## config.mk

```make
export PLATFORM = sky130hd
export DESIGN_NAME = jtframe_joyser
export DESIGN_NICKNAME = d
export VERILOG_FILES = /design/src/rtl/jtframe_joyser.sv
export SDC_FILE = /design/constraint.sdc
export NUM_CORES = 1
export LEC_CHECK = 0
export CAP_MARGIN = 25
export CORE_ASPECT_RATIO = 0.6
export CORE_UTILIZATION = 47
export CTS_BUF_LIST = sky130_fd_sc_hd__clkbuf_8
export CTS_CLUSTER_DIAMETER = 120
export DETAILED_ROUTE_END_ITERATION = 12
export GPL_ROUTABILITY_DRIVEN = 0
export PLACE_DENSITY = 0.72
export SYNTH_ARGS = -nofsm -noshare
export SYNTH_HDL_FRONTEND = slang
export SYNTH_SLANG_ARGS = --single-unit
```

## constraint.sdc

```tcl
create_clock -name clk_i -period 4.4 [get_ports clk_i]
set_input_delay 0.44 -clock clk_i [delete_from_list [all_inputs] [get_ports clk_i]]
set_output_delay 0.44 -clock clk_i [all_outputs]
set_load 0.02 [all_outputs]
```

## src/rtl/jtframe_joyser.sv

```systemverilog
// Serial joystick decoder for 74HC165-style shift-register adaptors.
// Drives the shift clock and active-low load strobe, deserialises
// PLAYERS*BUTTONS bits per frame and publishes them atomically on joy_o
// together with a one-cycle frame_o strobe.
// Optional macro JTFRAME_JOYSER_DEBOUNCE_EN: a bit only changes on joy_o
// when two consecutive frames agree on its value.
module jtframe_joyser #(
   parameter int unsigned PLAYERS = 2,
   parameter int unsigned BUTTONS = 8,
   parameter int unsigned DIV     = 16,
   parameter bit          INVERT  = 1'b0
)(
   input  logic                         clk_i,
   input  logic                         rst_i,
   input  logic                         joy_data_i,
   output logic                         joy_clk_o,
   output logic                         joy_load_o,
   output logic [PLAYERS*BUTTONS-1:0]   joy_o,
   output logic                         frame_o
);

   localparam int unsigned NB    = PLAYERS * BUTTONS;
   localparam int unsigned NSLOT = NB + 3;
   localparam int unsigned DW    = $clog2(DIV);
   localparam int unsigned SW    = $clog2(NSLOT);
   localparam int unsigned IW    = (NB > 1) ? $clog2(NB) : 1;
   localparam int unsigned JW    = (BUTTONS > 1) ? $clog2(BUTTONS) : 1;
   localparam logic [NB-1:0] INV_MASK = {NB{INVERT}};

   logic [DW-1:0] div_cnt;
   logic [SW-1:0] slot;
   logic [JW-1:0] j_cnt;
   logic [IW-1:0] grp_base;
   logic [NB-1:0] shadow;
`ifdef JTFRAME_JOYSER_DEBOUNCE_EN
   logic [NB-1:0] prev;
   logic [NB-1:0] stable;
`endif

   logic          tick;
   logic          sample;
   logic          commit;
   logic [IW-1:0] idx;
   logic [NB-1:0] shadow_nx;

   // Slot decode and the shadow value including the bit captured this edge
   always_comb begin
      tick      = (div_cnt == DW'(DIV - 1));
      sample    = tick && (slot >= SW'(2)) && (slot <= SW'(NSLOT - 2));
      commit    = tick && (slot == SW'(NSLOT - 2));
      idx       = grp_base + IW'(BUTTONS - 1) - IW'(j_cnt);
      shadow_nx = shadow;
      if (sample) begin
         shadow_nx[idx] = joy_data_i;
      end
`ifdef JTFRAME_JOYSER_DEBOUNCE_EN
      stable    = ~(shadow_nx ^ prev);
`endif
   end

   // Counters, capture, commit and registered pin decode
   always_ff @(posedge clk_i) begin
      if (rst_i) begin
         div_cnt    <= '0;
         slot       <= '0;
         j_cnt      <= '0;
         grp_base   <= '0;
         shadow     <= '1;
`ifdef JTFRAME_JOYSER_DEBOUNCE_EN
         prev       <= '1;
`endif
         joy_o      <= ~INV_MASK;
         frame_o    <= 1'b0;
         joy_load_o <= 1'b1;
         joy_clk_o  <= 1'b0;
      end else begin
         // pins follow the counter state they were decoded from, so load
         // stays low for exactly the DIV cycles of slot 0
         joy_load_o <= (slot != SW'(0));
         joy_clk_o  <= (div_cnt >= DW'(DIV / 2));
         frame_o    <= commit;

         if (tick) begin
            div_cnt <= '0;
            slot    <= (slot == SW'(NSLOT - 1)) ? SW'(0) : slot + 1'b1;
         end else begin
            div_cnt <= div_cnt + 1'b1;
         end

         if (slot == SW'(0)) begin
            j_cnt    <= '0;
            grp_base <= '0;
         end else if (sample) begin
            if (j_cnt == JW'(BUTTONS - 1)) begin
               j_cnt    <= '0;
               grp_base <= grp_base + IW'(BUTTONS);
            end else begin
               j_cnt    <= j_cnt + 1'b1;
            end
         end

         shadow <= shadow_nx;

         if (commit) begin
`ifdef JTFRAME_JOYSER_DEBOUNCE_EN
            joy_o <= (joy_o & ~stable) | ((shadow_nx ^ INV_MASK) & stable);
            prev  <= shadow_nx;
`else
            joy_o <= shadow_nx ^ INV_MASK;
`endif
         end
      end
   end

endmodule

```

==> results.ini <==
[sta]
fin_crit_sh_pct=54.0
hold_viol=0
tns_ns=0
final.min_clock_period_ns=2.38
clock-skew-final_ns=0.00906
hold_ws_ns=0.473
setup_viol=0
grt_setup_unrepaired=false
max-slew-margin-rel_pct=32.3
drv_slew=0
fmax_mhz=421
tightest_slew_ns=1.02

[clock_tree]
clk_latency_ns=0.30
cts_resized=0
post_cts_buffers=0
path_clk_slew_ns=0.09
cts_root_buf=clkbuf_8
cts_tree=yes
max-clock-path-buffers=2
cts.sinks=48
numCtsBuffers=5
htree_num_levels=2
cts_hold_buf=0

[critical_path]
worstPathArrival_ns=2.55
slowest_delay_ns=0.79
critPathKind=reg -> reg
ff2ff_path_depth=7
crit_slowest_cell=o21ai_2
timing.critical_path.to=joy_o[10]$_SDFFE_PP1P_
crit_buf_inv=2
rr_startpoint=slot[1]$_SDFFE_PP0P_
worstPathRequired_ns=4.57
critPathCaptureType=flop
ff2ff_setup_slack_ns=2.02
critical_path_cell_count=7
cp_cell_sequence=inv_1, ha_1, nand2b_1, o21ai_2, buf_4, or4b_1, a31oi_1
crit_path_start=slot[1]$_SDFFE_PP0P_
cp_max_fo=23
cp_top_family=compound AO/OA/AOI/OAI gates
r2r_end=joy_o[10]$_SDFFE_PP1P_
critical_path.startpoint_type=flop

[yosys]
synth_seq_area_share_pct=41.4
yosysUniqueCellTypes=40
yosysWarnings=0
syn_area_per_cell_um2=9.10
synth_edf_count=0
syn_inst=255
async_flop_share_pct=0
ys_ff_latch=48
synth_fp_nets=269
synth_area_um2=2320
synthFlopType=dfxtp_1

[pwr]
ir_worst_vdd_mv=0.142
p_per_area_nw_per_um2=282
p_leak_nw=0.851

[global_route]
gr-usage-met1_pct=31.3
met3_usage_pct=4.47
grt_pass1_vias=1630
grt_max_degree=30
antenna_found_initial=0
grt_usage_pct=20.0
busiest_layer=met1
grt_pass1_wl_mm=8.07
overflow=0
use_met2_pct=27.1

[die]
core_area_um2=4660
die-height_um=56.4
die-area_um2=5230
rows=19
initial_core_util_pct=49.8
die_x_um=92.7
ioPinCount=22

[final_layout]
fillCellCount=433
layout.nets=282
layout_common_cells=48 x dfxtp_1, 24 x nor2_1, 21 x clkdlybuf4s50_1
area_growth_pct=12.0
final_common_cell=dfxtp_1
diodes=0
drive_gt1_share_pct=10.1

[min_path]
hp-start=shadow[13]$_SDFF_PP1_
worstHoldPathType=reg -> reg

[run_status]
outcome=finished, final reports clean

[placement]
place_hpwl_mm=3.37
numPortBuffers=21

[detailed_routing]
vias=1851
vias_per_cell=5.59
wirelength_mm=4.88
firstDrtPassIters=4
wire_per_inst_um=14.8
initialDrtViolationCount=121
ant_nets=0
drcViolationCount=0

[run]
drv_cap=0

worst min path at each step:
stage / to / slack, ns / cells after the start
after global routing: joy_o[13]$_SDFFE_PP1P_ / 0.48 / 2
after global placement: joy_o[13]$_SDFFE_PP1P_ / 0.47 / 2
after CTS: joy_o[13]$_SDFFE_PP1P_ / 0.48 / 2
after floorplan: shadow[5]$_SDFF_PP1_ / 0.45 / 2
after detailed placement: shadow[1]$_SDFF_PP1_ / 0.47 / 2
final: joy_o[13]$_SDFFE_PP1P_ / 0.47 / 2
worst register-to-register path, delay by kind of cell, from the launching register on:
kind	cells	cell delay (ns)
flops	1	0.44
simple gates	2	0.33
fa+ha+maj	1	0.21
buf+inv	2	0.40
compound gates	2	0.87
layer usage:
metal  share of wire (%)  wire length (um)
met5                   0                 0
met4                 1.1                54
met3                 5.4               265
met2                  40              1930
met1                  54              2630
report_power, final:
group,leakage (nW),internal (mW),switching (mW)
clock network,0.0473,0.126,0.148
logic,0.415,0.00969,0.0118
registers,0.389,0.437,0.00221
total,0.851,0.572,0.162
layout make-up:
cell class,instances,area (um^2),share of cell area (%)
clock buffer,6,82.6,3.18
clock inverter,1,8.76,0.337
inverter,8,30.0,1.15
multi-input combinational,180,1200,46.1
sequential,48,961,37.0
tap,63,78.8,3.03
timing repair buffer,25,240,9.24
metrics by stage:
step	cell area [um^2]	power (mW)	std cells	setup slack (ns)	util, %
3_3_place_gp	2510	0.471	324	2.15	53.8
6_report	2600	0.734	331	2.02	55.8
4_1_cts	2600	0.738	331	2.06	55.8
3_5_place_dp	2510	0.471	324	2.08	53.8
2_1_floorplan	2320	0.464	255	2.65	-
5_1_grt	2600	0.764	331	1.84	55.8
cell families (layout without fill, tap and decap cells):
logic type	after synthesis	count (layout)	share of synthesized area (%)
adders and majority gates	11	11	5.93
xor gates and xnor gates	4	4	1.51
DFF	48	48	41.4
and+or+nand+nor	113	113	27.0
buffers and inverters	27	40	7.12
AOI/OAI and AO/OA	52	52	17.0
cells in the mapped netlist, drive strengths merged (2+ instances only):
master  count  area share, %
dfxtp      48             41
nor2       24            3.9
nand2      19            3.1
nand3      18            3.9
o31ai      17            7.7
a31oi      16            4.6
nand3b     16            5.2
ha         11            5.9
clkbuf     10            2.1
buf         9            3.7
nor3        9            1.9
a21oi       8            1.7
inv         8            1.3
or4b        8            3.5
o21ai       7            1.7
nand2b      4            1.1
nand4       4            1.1
nor2b       3           0.81
or4         3            1.1
xor2        3            1.1
o21a        2           0.65
or2         2           0.54
registers in the layout (all words and copies together) (netlist names):
signal and cells:
shadow 16, div_cnt 4, grp_base 1, joy_o 16
joy_load_o 1, slot 5, j_cnt 3, frame_o 1
joy_clk_o 1
(Power assumes the default switching activity.)
